==> config.mk <==
export PLATFORM = sky130hd
export DESIGN_NAME = hazard_scoreboard
export DESIGN_NICKNAME = d
export VERILOG_FILES = /design/src/rtl/hazard_scoreboard.sv
export SDC_FILE = /design/constraint.sdc
export NUM_CORES = 1
export LEC_CHECK = 0
export ABC_AREA = 0
export BUFFER_PORTS_ARGS = -buffer_cell sky130_fd_sc_hd__buf_2
export CORE_MARGIN = 4
export CORE_UTILIZATION = 56
export DETAILED_ROUTE_END_ITERATION = 10
export HOLD_SLACK_MARGIN = 0.1
export PLACE_DENSITY = 0.85
export SLEW_MARGIN = 20
export SYNTH_ARGS = -nofsm -noshare
export SYNTH_HDL_FRONTEND = slang
export SYNTH_SLANG_ARGS = --single-unit
export TNS_END_PERCENT = 5
==> constraint.sdc <==
create_clock -name i_clock -period 7.45 [get_ports i_clock]
set_clock_uncertainty 0.1 [all_clocks]
set_input_delay 0.745 -clock i_clock [delete_from_list [all_inputs] [get_ports i_clock]]
set_output_delay 0.745 -clock i_clock [all_outputs]
set_load 0.1 [all_outputs]
==> src/rtl/hazard_scoreboard.sv <==
// rtl/hazard_scoreboard.sv - issue-side scoreboard that stalls ID until every operand is forwardable
//
// Tracks results that are not yet forwardable (loads, multi-cycle ops) with one
// countdown per architectural register. An instruction in ID is held until all
// of its sources, and its destination (WAW), have counted down to zero.
//
// Optional build macro: HAZARD_SCOREBOARD_STATS_EN adds a saturating stall-cycle
// counter (o_stall_cycles) with a synchronous clear (i_stats_clear).
//
// Ports:
//   i_clock          pipeline clock, rising edge
//   i_reset          asynchronous active-high reset
//   i_issue_valid    instruction in ID requests issue
//   i_issue_we       instruction writes i_rd
//   i_use_rs/i_use_rt instruction reads i_rs / i_rt
//   i_rs, i_rt, i_rd source A, source B, destination register addresses
//   i_lat            cycles after acceptance until result is forwardable (0 = now)
//   i_kill           squash the instruction accepted in the previous cycle
//   i_stats_clear    (stats build) zero the stall-cycle counter
//   o_stall          issue blocked this cycle
//   o_accept         i_issue_valid & ~o_stall
//   o_pending        per-register "counter nonzero" bit
//   o_busy_count     registered count of nonzero counters
//   o_stall_cycles   (stats build) saturating count of stalled cycles

module hazard_scoreboard #(
  parameter int NB_REG_ADDR = 5,
  parameter int NB_LAT      = 3
) (
  input  logic                          i_clock,
  input  logic                          i_reset,
  input  logic                          i_issue_valid,
  input  logic                          i_issue_we,
  input  logic                          i_use_rs,
  input  logic                          i_use_rt,
  input  logic [NB_REG_ADDR-1:0]        i_rs,
  input  logic [NB_REG_ADDR-1:0]        i_rt,
  input  logic [NB_REG_ADDR-1:0]        i_rd,
  input  logic [NB_LAT-1:0]             i_lat,
  input  logic                          i_kill,
`ifdef HAZARD_SCOREBOARD_STATS_EN
  input  logic                          i_stats_clear,
  output logic [31:0]                   o_stall_cycles,
`endif
  output logic                          o_stall,
  output logic                          o_accept,
  output logic [(1<<NB_REG_ADDR)-1:0]   o_pending,
  output logic [NB_REG_ADDR:0]          o_busy_count
);

  localparam int NREG   = 1 << NB_REG_ADDR;
  localparam int NB_CNT = NB_REG_ADDR + 1;

  logic [NB_LAT-1:0]      cnt     [NREG];
  logic [NB_LAT-1:0]      cnt_nxt [NREG];
  logic [NB_CNT-1:0]      busy_nxt;

  // Kill tracking: destination of the last recording acceptance, valid for one cycle.
  logic [NB_REG_ADDR-1:0] last_rd;
  logic                   last_valid;

  logic hz_rs;
  logic hz_rt;
  logic hz_rd;
  logic record;
  logic kill_hit;

  // Hazard detection is purely from the current counters. r0 is excluded
  // explicitly even though cnt[0] is held at zero.
  always_comb begin
    hz_rs    = i_use_rs & (i_rs != '0) & (cnt[i_rs] != '0);
    hz_rt    = i_use_rt & (i_rt != '0) & (cnt[i_rt] != '0);
    hz_rd    = i_issue_we & (i_rd != '0) & (cnt[i_rd] != '0);
    o_stall  = i_issue_valid & (hz_rs | hz_rt | hz_rd);
    o_accept = i_issue_valid & ~o_stall;
    record   = o_accept & i_issue_we & (i_rd != '0) & (i_lat != '0);
    kill_hit = i_kill & last_valid;
  end

  // Next-state per register: decrement, then a new recording, then a kill.
  // Later assignments win, so a kill overrides an acceptance to the same rd.
  always_comb begin
    busy_nxt = '0;
    for (int r = 0; r < NREG; r++) begin
      cnt_nxt[r] = (cnt[r] != '0) ? (cnt[r] - NB_LAT'(1)) : '0;
      if (record && (i_rd == NB_REG_ADDR'(r))) begin
        cnt_nxt[r] = i_lat;
      end
      if (kill_hit && (last_rd == NB_REG_ADDR'(r))) begin
        cnt_nxt[r] = '0;
      end
      if (r == 0) begin
        cnt_nxt[r] = '0;
      end
      busy_nxt = busy_nxt + NB_CNT'(cnt_nxt[r] != '0);
    end
  end

  always_comb begin
    o_pending = '0;
    for (int r = 0; r < NREG; r++) begin
      o_pending[r] = (cnt[r] != '0);
    end
  end

  always_ff @(posedge i_clock or posedge i_reset) begin
    if (i_reset) begin
      for (int r = 0; r < NREG; r++) begin
        cnt[r] <= '0;
      end
      last_rd      <= '0;
      last_valid   <= 1'b0;
      o_busy_count <= '0;
    end else begin
      for (int r = 0; r < NREG; r++) begin
        cnt[r] <= cnt_nxt[r];
      end
      last_rd      <= i_rd;
      last_valid   <= record;
      o_busy_count <= busy_nxt;
    end
  end

`ifdef HAZARD_SCOREBOARD_STATS_EN
  always_ff @(posedge i_clock or posedge i_reset) begin
    if (i_reset) begin
      o_stall_cycles <= '0;
    end else if (i_stats_clear) begin
      o_stall_cycles <= '0;
    end else if (o_stall && (o_stall_cycles != 32'hFFFF_FFFF)) begin
      o_stall_cycles <= o_stall_cycles + 32'd1;
    end
  end
`endif

endmodule

# Word-level counts from Yosys, hierarchy flattened
# Cells that the tools add are included.
# classes
n_addsub,61
n_lt_le_gt_ge,3
n_eq_ne,62
muxes,102
bitwise,18
reduce_logical,131
# op_table
cell,count
2-to-1 mux 3 bit,99
nonzero test 3 bit,66
equality test 5 bit (second input constant),32
adder 6 x 1 -> 6 bit,25
subtractor 3 x 1 -> 3 bit (second input constant),31
equality test 5 x 4 -> 1 bit (second input constant),16
logical AND 1 bit,62
binary-select mux 3 bit (select 5 bit),3
equality test 5 x 3 -> 1 bit (second input constant),8
equality test 5 x 2 -> 1 bit (second input constant),4
greater-or-equal comparator 6 bit (second input constant),3
inverter 5 -> 6 bit,3
nonzero test 5 bit,3
AND 1 bit,12
equality test 5 x 1 -> 1 bit (second input constant),2
adder 5 x 1 -> 6 bit,1
adder 4 x 1 -> 5 bit,1
adder 3 x 1 -> 4 bit,1
adder 2 x 1 -> 3 bit,1
adder 1 x 1 -> 2 bit,1
OR 1 bit,2
inverter 1 bit,1
# totals
reg_bits,105
inputBits,25

# Logic depth before layout (Yosys ltp)
# logic_depth
depth_word,48
depth_mapped,27

# Least setup slack after synthesis
# No wires, ideal clock.
# synth_timing
path_type,register to register
from,register cnt[40] (netlist bit)
to,register o_busy_count[4]
arrival_ps,7622
required_time_ps,7270
slack_ps,-352
path_stages_with_launch,25
n_path_buf,2
synth_period_minus_slack_ps,7802
cell_sequence,dfrtp_1 -> or3_1 -> mux4_2 -> o2111ai_1 -> nand3b_1 -> a21boi_1 -> buf_4 -> nand2_1 -> buf_2 -> o31ai_1 -> o22ai_1 -> fa_1 -> fa_1 -> inv_1 -> fa_1 -> fa_1 -> fa_1 -> inv_1 -> fa_1 -> inv_1 -> fa_1 -> fa_1 -> a21o_1 -> a21oi_1 -> xnor2_1
# synth_via
word_cells_on_any_way,180
classes_between,add/sub (31); mux (72); bitwise (11); reduce/logical (66)
# synth_rtl
element,line,source
from (decl),54,logic [NB_LAT-1:0] cnt [NREG];
"from (signal, indexed assignment)",116,cnt[r] <= cnt_nxt[r];
nonzero test 3 bit,--,
named net o_pending[18],47,"output logic [(1<<NB_REG_ADDR)-1:0] o_pending,"
2-to-1 mux 3 bit,85,cnt_nxt[r] = (cnt[r] != '0) ? (cnt[r] - NB_LAT'(1)) : '0;
2-to-1 mux 3 bit,86,if (record && (i_rd == NB_REG_ADDR'(r))) begin
2-to-1 mux 3 bit,89,if (kill_hit && (last_rd == NB_REG_ADDR'(r))) begin
nonzero test 3 bit,95,busy_nxt = busy_nxt + NB_CNT'(cnt_nxt[r] != '0);
adder 6 x 1 -> 6 bit (14 in series),95,
named net busy_nxt[4],56,logic [NB_CNT-1:0] busy_nxt;
to (signal assigned),120,o_busy_count <= busy_nxt;
to (decl),48,output logic [NB_REG_ADDR:0] o_busy_count
# The timed path passes the listed nets, and every way through them passes these cells. The select of a mux whose other input is x is not followed.

# Worst setup path in the final report
# layout_timing
from,register cnt[61] (netlist bit)
to,register o_busy_count[4]
# layout_via
elab_chain_cells,47
word_cells_on_any_way,180
classes_between,add/sub (31); mux (72); bitwise (11); reduce/logical (66)
# layout_lines
element,line,source
binary-select mux 3 bit (select 5 bit) (on tied branches),"71, 72",
2-to-1 mux 3 bit (on tied branches) (2 in series),"71, 72",
nonzero test 3 bit (on tied branches),"71, 72",
AND 1 bit (on tied branches),"71, 72",
OR 1 bit (2 in series),74,o_stall = i_issue_valid & (hz_rs | hz_rt | hz_rd);
AND 1 bit,74,
inverter 1 bit,75,o_accept = i_issue_valid & ~o_stall;
AND 1 bit,75,
[7 not listed],--,
adder 1 x 1 -> 2 bit,95,
adder 2 x 1 -> 3 bit,95,
adder 3 x 1 -> 4 bit,95,
adder 4 x 1 -> 5 bit,95,
adder 5 x 1 -> 6 bit,95,
adder 6 x 1 -> 6 bit (24 in series),95,
adder 6 x 1 -> 6 bit (*),95,
named net busy_nxt[4],56,
# Mark *: on every way through the listed nets, which the timed path passes. The rest lies on a longest branch. The select of a mux whose other input is x is not followed.

==> impl_metrics.env <==
export IMPL_ys_seq_area_share_pct=30.28
export IMPL_grt_pass1_vias=8592
export IMPL_fin_crit_ps=7411
export IMPL_final_cell_mix="nor2_1 (176), buf_4 (157), inv_1 (113)"
export IMPL_fp_row_count=45
export IMPL_grt_max_degree=71
export IMPL_status="finished, final reports clean"
export IMPL_portBuffers=63
export IMPL_finalNonFillerCells=1393
export IMPL_grt_usage_pct=33.13
export IMPL_cp_end_kind="flop"
export IMPL_synth_cell_type_count=73
export IMPL_critPathMaxFanout=8
export IMPL_finalInstanceArea_um2=10780
export IMPL_num_vias=8679
export IMPL_synth_edf_count=0
export IMPL_clock_sinks=105
export IMPL_crit_path_start_kind="flop"
export IMPL_initial_core_util_pct=57.08
export IMPL_synth_cells=1001
export IMPL_clk_latency_ps=360
export IMPL_layout_drive_gt1_share_pct=28.74
export IMPL_viasPerCell=6.230
export IMPL_drc_errors=0
export IMPL_fillers=1126
export IMPL_period_share_pct=99.47
export IMPL_crit_family="adder cells"
export IMPL_critPathMaxStageDelay_ps=550
export IMPL_slowest_stage="fa_1"
export IMPL_dp_slack_ps=-431.6
export IMPL_cts_hold_buf=0
export IMPL_syn_num_nets=1110
export IMPL_firstDrtPassIters=6
export IMPL_core_area_um2=15200
export IMPL_rsz0062_at_grt="yes"
export IMPL_io_pins=65
export IMPL_ant_nets=0
export IMPL_worstMarginPinSlew_ps=925.3
export IMPL_htreeDepth=3
export IMPL_grt_pass1_wl_um=45490
export IMPL_fmax_mhz=134.9
export IMPL_cp_num_buf_inv=6
export IMPL_place_hpwl_um=22460
export IMPL_holdCritPathClass="in2async"
export IMPL_yosys_warnings=0
export IMPL_cpMostUsedCell="fa_1"
export IMPL_ys_ff_latch=105
export IMPL_synthesis_area_um2=8677
export IMPL_die_area_um2=17550
export IMPL_syn_avg_cell_area_um2=8.668
export IMPL_routed_wirelength_um=29140
export IMPL_hold_viol_final=0
export IMPL_power_density_nw_per_um2=383.3
export IMPL_async_flop_share_pct=100.0
export IMPL_synthFlopType="dfrtp_1"
export IMPL_cts_root_buf="clkbuf_16"
export IMPL_clk_pin_slew_worst_paths_ps=80
export IMPL_cts_tree="done"
export IMPL_clk_path_buf_depth=2
export IMPL_finalNetCount=1308
export IMPL_drtIter0Drc=1183
export IMPL_wl_per_cell_um=20.92
export IMPL_worst_slack_ps=39.33
export IMPL_p_leak_nw=5.932
export IMPL_setup_viol=0
export IMPL_power_mw=4.130
export IMPL_slew_limit_headroom_pct=38.31
export IMPL_place_gp_congestion=1.041
export IMPL_place_area_um2=10280
export IMPL_crit_type="reg2reg"
export IMPL_layout_commonest_cell="nor2_1"
export IMPL_drv_slew=0
export IMPL_cap_violations=0
export IMPL_gr_total_overflow=0
export IMPL_numCtsBuffers=9
export IMPL_placed_cells=1371
export IMPL_crit_arrival_ps=7590
export IMPL_die_x_um=132.5
export IMPL_grt_antenna_before_repair=0
export IMPL_area_growth_pct=24.18
export IMPL_ir_drop_mv=0.3132
export IMPL_die_height_um=132.5
export IMPL_worstPathRequired_ps=7630
## synthesized netlist by cell type, types with 7 or more instances
master,count,area [µm²]
a211oi_1,9,67.56
a21oi_1,42,210.2
a31oi_1,15,93.84
and2_1,12,75.07
clkbuf_1,20,75.07
dfrtp_1,105,2628
fa_1,23,460.4
ha_1,61,763.2
inv_1,114,427.9
mux2i_1,60,600.6
mux4_2,13,292.8
nand2_1,39,146.4
nand2b_1,8,50.05
nand3_1,37,185.2
nand3_2,7,70.07
nand4_1,19,118.9
nor2_1,176,660.6
nor2b_1,12,75.07
nor3_1,31,155.2
nor4_1,7,43.79
o21ai_0,22,110.1
o22ai_1,12,75.07
or2_2,24,150.1
or3_1,11,68.82
## per-stage QoR
step / TNS, ps / util, % / hold WS, ps
after floorplan: 0 / - / 441.6
after global placement: -781.9 / 67.61 / 481.3
after detailed placement: -1298 / 67.61 / 491.9
after CTS: 0 / 70.73 / 314.2
after global routing: -189.7 / 70.86 / 333.1
final: 0 / 70.88 / 294.3
## registers in the layout, indices dropped and copies added, names as in the netlist
name,flops
last_rd,5
cnt,93
o_busy_count,6
last_valid,1
## worst register-to-register path: stages (launching register included)
cell and delay [ps]:
dfrtp_1 390, or3_4 420, mux4_2 520, a2111oi_4 320, a31oi_2 150, a22oi_4 240
buf_4 170, nand2_2 110, o22ai_1 170, a31oi_1 120, buf_4 160, fa_1 550
inv_1 70, fa_1 550, inv_1 60, fa_1 510, fa_1 440, fa_1 510
inv_1 60, fa_1 490, inv_1 50, fa_2 350, fa_2 350, a21o_1 190
a21oi_2 140, xnor2_1 140
## power breakdown
group	leakage [nW]	total, mW	internal (mW)	switching, mW
Combinational	4.34	2.89	1.03	1.85
Clock	0.149	0.500	0.271	0.230
Sequential	1.44	0.743	0.670	0.0726
Total	5.93	4.13	1.98	2.15
## layout make-up
cell class / instances / area [µm²] / share of cell area [%]
Sequential cell: 105 / 2628 / 24.38
Clock buffer: 10 / 239.0 / 2.218
Multi-Input combinational cell: 742 / 5607 / 52.03
Tap cell: 188 / 235.2 / 2.183
Inverter: 116 / 440.4 / 4.087
Timing Repair Buffer: 225 / 1559 / 14.47
Clock inverter: 6 / 65.06 / 0.6038
Antenna cell: 1 / 2.502 / 0.02322
## final timing paths
check	from	endpoint	slack (ps)	cells after the start
max in group asynchronous	i_reset	cnt[33]	5660	3
min in group i_clock	cnt[41]	cnt[41]	510	2
max	cnt[61]	o_busy_count[4]	40	25
max reg2reg	cnt[61]	o_busy_count[4]	40	25
min	i_reset	cnt[72]	290	2
min reg2reg	cnt[41]	cnt[41]	510	2
## routing by layer
layer | track usage [%] | part of all wire (%)
met1 | 41.17 | 37
met2 | 52.75 | 46
met3 | 10.04 | 12
met4 | 16.40 | 5.4
met5 | 0 | 0
## cells by family after synthesis
kind of cell	Yosys count	synth area share (%)
buf+inv	154	7.296
simple gates	416	23.94
flops	105	30.28
other cells	1	0.04322
mux	85	12.07
fa+ha+maj	84	14.10
compound gates	153	11.97
xor+xnor	3	0.3029
## repair_timing
| item | 4_1_cts | 5_1_grt |
|---|---|---|
| buffers inserted | 5 | 0 |
| setup endpoints to repair | 4 | 4 |
| pin swaps | 13 | 3 |
| resized for setup | 23 | 5 |
(Power assumes the default switching activity.)
